`config.mk`:
```
export PLATFORM = sky130hd
export DESIGN_NAME = rhd_spi_responder
export DESIGN_NICKNAME = d
export VERILOG_FILES = /design/src/rtl/rhd_spi_responder.sv
export SDC_FILE = /design/constraint.sdc
export NUM_CORES = 1
export LEC_CHECK = 0
export ABC_AREA = 1
export BUFFER_PORTS_ARGS = -buffer_cell sky130_fd_sc_hd__buf_2
export CORE_MARGIN = 8
export CORE_UTILIZATION = 40
export CTS_BUF_LIST = sky130_fd_sc_hd__clkbuf_2
export CTS_CLUSTER_SIZE = 30
export DETAILED_ROUTE_END_ITERATION = 8
export SYNTH_ARGS = -nofsm -noshare
export SYNTH_HDL_FRONTEND = slang
export SYNTH_SLANG_ARGS = --single-unit
```
`constraint.sdc`:
```
create_clock -name aclk -period 1.78 [get_ports aclk]
set_clock_uncertainty 0.15 [all_clocks]
set_input_delay 0 -clock aclk [delete_from_list [all_inputs] [get_ports aclk]]
set_output_delay 0 -clock aclk [all_outputs]
set_load 0.02 [all_outputs]
```
`src/rtl/rhd_spi_responder.sv`:
```
// rhd_spi_responder -- chip-side model of the RHD2000 SPI link.
//
// Oversamples CS/SCLK/MOSI on aclk, decodes 16-bit RHD commands, keeps the
// 22-entry register file and the read-only ID ROM, and returns each result on
// MISO two frames later (RHD command pipeline).
//
// Ports
//   aclk        in   system clock, >= 4x SCLK
//   aresetn     in   asynchronous active-low reset
//   CS          in   SPI chip select, active low (async)
//   SCLK        in   SPI clock, idle low (async)
//   MOSI        in   SPI data from master, MSB first (async)
//   MISO        out  SPI data to master, MSB first
//   miso_delay  in   extra MISO delay in aclk cycles (delay build only)
//   frame_done  out  1-cycle pulse, valid 16-bit frame decoded
//   frame_err   out  1-cycle pulse, CS rose with bit count != 16
//   last_cmd    out  last valid command word
//   conv_cnt    out  valid CONVERT count, wraps 1023 -> 0
//
// Build option
//   RHD_MISO_DELAY_EN  route MISO through a MAX_DELAY-deep aclk delay line,
//                      tap = min(miso_delay, MAX_DELAY).

module rhd_spi_responder #(
    parameter int NUM_CH    = 32,
    parameter int CHIP_ID   = 1,
    parameter int MAX_DELAY = 15
) (
    input  logic        aclk,
    input  logic        aresetn,
    input  logic        CS,
    input  logic        SCLK,
    input  logic        MOSI,
    output logic        MISO,
    input  logic [3:0]  miso_delay,
    output logic        frame_done,
    output logic        frame_err,
    output logic [15:0] last_cmd,
    output logic [9:0]  conv_cnt
);

    typedef enum logic [1:0] {
        ST_IDLE,
        ST_SHIFT,
        ST_DECODE
    } state_t;

    localparam logic [6:0] NUM_CH_L = 7'((NUM_CH > 64) ? 64 : NUM_CH);

    // [0],[1] form the synchronizer, [2] holds the previous synced value.
    // CS sync resets low so a CS held low across reset release is not seen
    // as a fall: the next frame starts only at a genuine CS fall.
    logic [2:0]  cs_q, sclk_q;
    logic [1:0]  mosi_q;
    logic        cs_fall, cs_rise, sclk_rise, sclk_fall, mosi_s;

    state_t      state_q, state_d;
    logic [15:0] tx_sr_q, tx_sr_d;
    logic [15:0] rx_sr_q, rx_sr_d;
    logic [4:0]  bit_cnt_q, bit_cnt_d;
    logic        miso_q, miso_d;
    logic [15:0] pipe0_q, pipe0_d;
    logic [15:0] pipe1_q, pipe1_d;
    logic [7:0]  regs_q [0:21];
    logic [7:0]  regs_d [0:21];
    logic [15:0] last_cmd_q, last_cmd_d;
    logic [9:0]  conv_cnt_q, conv_cnt_d;
    logic        frame_done_q, frame_done_d;
    logic        frame_err_q, frame_err_d;

    // command decode of rx_sr
    logic [5:0]  addr;
    logic [7:0]  rd_val;
    logic [15:0] result;
    logic        conv_inc, conv_clr, wr_en;

    assign cs_fall   = cs_q[2] & ~cs_q[1];
    assign cs_rise   = ~cs_q[2] & cs_q[1];
    assign sclk_rise = ~sclk_q[2] & sclk_q[1];
    assign sclk_fall = sclk_q[2] & ~sclk_q[1];
    assign mosi_s    = mosi_q[1];
    assign addr      = rx_sr_q[13:8];

    always_comb begin
        rd_val = '0;
        if (addr <= 6'd21) begin
            rd_val = regs_q[addr[4:0]];
        end else begin
            case (addr)
                6'd40:   rd_val = 8'h49;
                6'd41:   rd_val = 8'h4E;
                6'd42:   rd_val = 8'h54;
                6'd43:   rd_val = 8'h41;
                6'd44:   rd_val = 8'h4E;
                6'd60:   rd_val = 8'h01;
                6'd61:   rd_val = 8'h01;
                6'd62:   rd_val = 8'(NUM_CH);
                6'd63:   rd_val = 8'(CHIP_ID);
                default: rd_val = '0;
            endcase
        end
    end

    always_comb begin
        result   = '0;
        conv_inc = 1'b0;
        conv_clr = 1'b0;
        wr_en    = 1'b0;
        case (rx_sr_q[15:14])
            2'b00: begin
                conv_inc = 1'b1;
                if ({1'b0, addr} < NUM_CH_L) result = {addr, conv_cnt_q};
            end
            2'b01: begin
                // CALIBRATE and unknown 01 words return zero with no side effect
                if (rx_sr_q == 16'h6A00) conv_clr = 1'b1;
            end
            2'b10: begin
                result = {8'hFF, rx_sr_q[7:0]};
                wr_en  = (addr <= 6'd21);
            end
            default: begin
                result = {8'h00, rd_val};
            end
        endcase
    end

    always_comb begin
        state_d      = state_q;
        tx_sr_d      = tx_sr_q;
        rx_sr_d      = rx_sr_q;
        bit_cnt_d    = bit_cnt_q;
        miso_d       = miso_q;
        pipe0_d      = pipe0_q;
        pipe1_d      = pipe1_q;
        regs_d       = regs_q;
        last_cmd_d   = last_cmd_q;
        conv_cnt_d   = conv_cnt_q;
        frame_done_d = 1'b0;
        frame_err_d  = 1'b0;

        case (state_q)
            ST_IDLE: begin
                if (cs_fall) begin
                    state_d   = ST_SHIFT;
                    tx_sr_d   = pipe1_q;
                    bit_cnt_d = '0;
                    miso_d    = pipe1_q[15];
                end
            end
            ST_SHIFT: begin
                if (cs_rise) begin
                    if (bit_cnt_q == 5'd16) begin
                        state_d = ST_DECODE;
                    end else begin
                        frame_err_d = 1'b1;
                        state_d     = ST_IDLE;
                    end
                end else if (sclk_rise) begin
                    rx_sr_d = {rx_sr_q[14:0], mosi_s};
                    if (bit_cnt_q != 5'd17) bit_cnt_d = bit_cnt_q + 5'd1;
                end else if (sclk_fall) begin
                    tx_sr_d = {tx_sr_q[14:0], 1'b0};
                    miso_d  = tx_sr_q[14];
                end
            end
            ST_DECODE: begin
                pipe1_d      = pipe0_q;
                pipe0_d      = result;
                last_cmd_d   = rx_sr_q;
                frame_done_d = 1'b1;
                if (wr_en) regs_d[addr[4:0]] = rx_sr_q[7:0];
                if (conv_clr) begin
                    conv_cnt_d = '0;
                end else if (conv_inc) begin
                    conv_cnt_d = conv_cnt_q + 10'd1;
                end
                state_d = ST_IDLE;
            end
            default: state_d = ST_IDLE;
        endcase
    end

    always_ff @(posedge aclk or negedge aresetn) begin
        if (!aresetn) begin
            cs_q         <= '0;
            sclk_q       <= '0;
            mosi_q       <= '0;
            state_q      <= ST_IDLE;
            tx_sr_q      <= '0;
            rx_sr_q      <= '0;
            bit_cnt_q    <= '0;
            miso_q       <= 1'b0;
            pipe0_q      <= '0;
            pipe1_q      <= '0;
            for (int unsigned i = 0; i < 22; i++) regs_q[i] <= '0;
            last_cmd_q   <= '0;
            conv_cnt_q   <= '0;
            frame_done_q <= 1'b0;
            frame_err_q  <= 1'b0;
        end else begin
            cs_q         <= {cs_q[1:0], CS};
            sclk_q       <= {sclk_q[1:0], SCLK};
            mosi_q       <= {mosi_q[0], MOSI};
            state_q      <= state_d;
            tx_sr_q      <= tx_sr_d;
            rx_sr_q      <= rx_sr_d;
            bit_cnt_q    <= bit_cnt_d;
            miso_q       <= miso_d;
            pipe0_q      <= pipe0_d;
            pipe1_q      <= pipe1_d;
            regs_q       <= regs_d;
            last_cmd_q   <= last_cmd_d;
            conv_cnt_q   <= conv_cnt_d;
            frame_done_q <= frame_done_d;
            frame_err_q  <= frame_err_d;
        end
    end

    assign frame_done = frame_done_q;
    assign frame_err  = frame_err_q;
    assign last_cmd   = last_cmd_q;
    assign conv_cnt   = conv_cnt_q;

`ifdef RHD_MISO_DELAY_EN
    // dly_q[k] is miso_q delayed by k+1 aclk cycles
    logic [MAX_DELAY-1:0] dly_q;
    logic [3:0]           tap;

    always_comb begin
        tap = miso_delay;
        if (int'(miso_delay) > MAX_DELAY) tap = 4'(MAX_DELAY);
    end

    always_ff @(posedge aclk or negedge aresetn) begin
        if (!aresetn) begin
            dly_q <= '0;
        end else begin
            dly_q <= {dly_q[MAX_DELAY-2:0], miso_q};
        end
    end

    assign MISO = (tap == 4'd0) ? miso_q : dly_q[tap - 4'd1];
`else
    logic unused_delay;
    assign unused_delay = ^{miso_delay, 4'(MAX_DELAY)};
    assign MISO         = miso_q;
`endif

endmodule

```
==> flow_metrics.env <==
export IMPL_synthFlopType="dfrtp_1"
export IMPL_seqCellArea_um2=7090
export IMPL_hold_viol=0
export IMPL_synth_compound_area_share_pct=12.1
export IMPL_synth_top_cell_area_share_pct=56.0
export IMPL_routed_wl_um=38900
export IMPL_synth_fp_nets=1582
export IMPL_end_kind="flip-flop"
export IMPL_clockBufferDepth=3
export IMPL_synth_xor_area_share_pct=0.693
export IMPL_hpwlAfterDp_um=23300
export IMPL_p_seq_share_pct=53.0
export IMPL_gp_congestion=0.901
export IMPL_yosysSeqAreaShare_pct=56.0
export IMPL_p_leak_nw=8.13
export IMPL_final_util_pct=52.9
export IMPL_drt_iter0_drc=1004
export IMPL_synth_cells=1569
export IMPL_rsz0062_at_grt="true"
export IMPL_area_delta_synth_final_pct=31.0
export IMPL_synth_edf_count=0
export IMPL_avgSynthCellArea_um2=8.05
export IMPL_r2r_start="rx_sr_q[8]"
export IMPL_finalSetupViolations=172
export IMPL_critPathArrivalTime_ns=2.65
export IMPL_grt_total_usage_pct=19.6
export IMPL_ios=38
export IMPL_yosys_warnings=0
export IMPL_layout_drive_gt1_share_pct=31.1
export IMPL_muxShareOfSynthArea_pct=0
export IMPL_cp_max_fo=6
export IMPL_maxCapViolCount=0
export IMPL_grt_pass1_vias=11100
export IMPL_die_area_um2=37500
export IMPL_startpoint="rx_sr_q[8]"
export IMPL_synthSimpleGateAreaFrac_pct=25.9
export IMPL_critPathRequiredTime_ns=2.42
export IMPL_final_setup_worst_slack_ns=-0.228
export IMPL_fin_crit_sh_pct=113
export IMPL_clockPowerShare_pct=34.5
export IMPL_grt_start_max_net_pins=57
export IMPL_synth_adder_area_share_pct=0.396
export IMPL_grt_first_pass_wirelength_um=60000
export IMPL_ys_seq_elements=283
export IMPL_peakVddDrop_uv=528
export IMPL_fillers=2869
export IMPL_port_buffers=33
export IMPL_crit_path_frequent_cell="nand2_1"
export IMPL_die_w_um=194
export IMPL_first_pass_iters=6
export IMPL_ys_types=32
export IMPL_clk_latency_ns=0.89
export IMPL_synth_area_top_cells="dfrtp_1, nand2_1, o21ai_0"
export IMPL_synth_top_family_by_area="simple AND/OR/NAND/NOR gates"
export IMPL_cts_sinks=283
export IMPL_cts_max_level=3
export IMPL_synthArstFlopShare_pct=100
export IMPL_clock_fmax_mhz=498
export IMPL_p_sw_mw=3.88
export IMPL_crit_end="pipe0_q[1]"
export IMPL_critPathMaxStageDelay_ns=0.47
export IMPL_maxSlewHeadroom_pct=69.1
export IMPL_num_vias=11500
export IMPL_die_h_um=194
export IMPL_rows=65
export IMPL_gr_total_overflow=0
export IMPL_holdWs_ns=0.153
export IMPL_r2r_cells=12
export IMPL_cts_root_buf="clkbuf_2"
export IMPL_rr_endpoint="pipe0_q[1]"
export IMPL_vias_per_cell=5.19
export IMPL_period_needed_ns=2.01
export IMPL_p_sw_share_pct=30.8
export IMPL_multi_input_area_um2=5960
export IMPL_drc=0
export IMPL_path_clk_slew_ns=0.10
export IMPL_path_cells="buf_12 > nor2_4 > buf_6 > clkbuf_16 > nand2_2 > nand4_1 > nand2_1 > nand2_1 > nand2_1 > nand2_1 > nand2_1 > a21oi_1"
export IMPL_cts_tree="yes"
export IMPL_reg2reg_slack_ns=-0.23
export IMPL_yosysTopAreaCell="dfrtp_1"
export IMPL_power_frac_comb_pct=12.5
export IMPL_finalNetCount=1790
export IMPL_slowest_stage="dfrtp_2"
export IMPL_pre_cts_ws_ns=-0.263
export IMPL_violations="setup timing"
export IMPL_slew_viol_final=0
export IMPL_critPathLaunchType="flip-flop"
export IMPL_core_um2=31300
export IMPL_post_place_cells=2043
export IMPL_fin_cells=2221
export IMPL_antenna_left=0
export IMPL_p_int_mw=8.74
export IMPL_outcome="complete, but fails checks"
export IMPL_synth_cells_most_frequent="nand2_1, dfrtp_1, o21ai_0"
export IMPL_wl_per_cell_um=17.5
export IMPL_hp_class="input pin to flip-flop"
export IMPL_power_density_nw_per_um2=762
export IMPL_critical_path_class="flip-flop to flip-flop"
export IMPL_floorplan_initialDensity_pct=40.4
export IMPL_cts_made_buffers=76
export IMPL_yosysMostFrequentCell="nand2_1"
export IMPL_tightest_slew_ns=0.464
export IMPL_synth_area_um2=12600
export IMPL_antenna_found_initial=1
[worst max-delay path: cells and delay by family (launching register included)]
family,cells,cell delay (ns)
AND/OR/NAND/NOR,8,0.70
flip-flops,1,0.47
buffers and inverters,3,0.46
AO/OA/AOI/OAI,1,0.13
[per-layer routing]
layer	wire (um)	vias to the layer above	GRT usage, %
met5	0	-	0
met4	964	0	7.13
met3	2080	77	4.11
met2	18500	354	31.2
met1	17400	5566	26.1
li1	-	5537	-
[cells by family (layout without fill, tap and decap cells)]
kind of cell             after synthesis  count (layout)
AO/OA/AOI/OAI                        293             293
XOR/XNOR                              10              10
adder cells (fa/ha/maj)                4               4
buffers and inverters                155             399
flip-flops                           283             283
other                                  0               1
AND/OR/NAND/NOR                      824             829
[sequential cells by signal (all words and copies together) (netlist names)]
| register | count |
|---|---|
| regs_q | 176 |
| last_cmd | 16 |
| pipe0_q | 16 |
| pipe1_q | 16 |
| rx_sr_q | 16 |
| tx_sr_q | 15 |
| conv_cnt | 10 |
| bit_cnt_q | 5 |
| cs_q | 3 |
| sclk_q | 3 |
| mosi_q | 2 |
| state_q | 2 |
| MISO | 1 |
| frame_done | 1 |
| frame_err | 1 |
[power groups by stage]
stage                     clock, mW  combinational, mW  sequential (mW)
after global routing           4.84               1.71             6.71
after detailed placement          0               1.41             6.82
after floorplan                   0              0.657             6.81
after CTS                      4.49               1.46             6.69
final                          4.35               1.58             6.69
after global placement            0               1.39             6.81
[how the worst min path moves through the flow]
stage                  from          end  slack (ns)  cells after the start
CTS                      CS      cs_q[0]        0.07                      3
global route             CS      cs_q[0]        0.12                      3
finish                 SCLK    sclk_q[0]        0.15                      3
floorplan           aresetn         MISO       -0.45                      0
detailed placement  aresetn  regs_q[171]       -0.19                      1
global placement    aresetn  regs_q[171]       -0.19                      1
[timing repair]
| item | CTS | global route |
|---|---|---|
| pin swaps | 16 | 62 |
| setup endpoints to repair | 224 | 227 |
| gates cloned | 10 | 15 |
| gates resized for setup | 150 | 344 |
| buffers inserted | 19 | 7 |
| hold buffers | 9 | 0 |
| endpoints found under the hold margin | 286 | 0 |
[placed cells by master (no fill, tap or decap), drive strengths merged]
cell type,netlist,layout
o221ai,1,1
a21oi,18,18
nand3b,1,1
clkinv,3,10
a22oi,1,1
inv,66,68
bufinv,0,1
a31oi,1,1
dfrtp,283,283
o2111ai,1,1
nand4,21,21
ha,4,4
xor2,10,10
nor2,55,55
o21a,1,1
buf,20,199
a221oi,5,5
clkbuf,66,111
o211ai,14,14
diode,0,1
o22ai,1,1
nor4,2,2
o21ai,250,250
dlygate4sd3,0,9
nand2,687,692
clkinvlp,0,1
nand3,46,46
nor3,12,12
[stage by stage]
step	total power, mW	setup TNS (ns)	cell area, um2
finish	12.6	-18.06	16600
global route	13.3	-35.93	16600
floorplan	7.46	-11.40	12700
global placement	8.20	-25.72	14200
detailed placement	8.22	-28.96	14200
CTS	12.6	-17.41	15500
[final cells by class]
type,count,share of cell area (%)
antenna,1,0.0151
clock buffer,108,3.26
clock inverter,11,0.431
inverter,69,1.59
multi-input combinational,1136,36.0
sequential,283,42.8
tap,402,3.04
timing repair buffer,211,12.8
(Power assumes the default switching activity.)
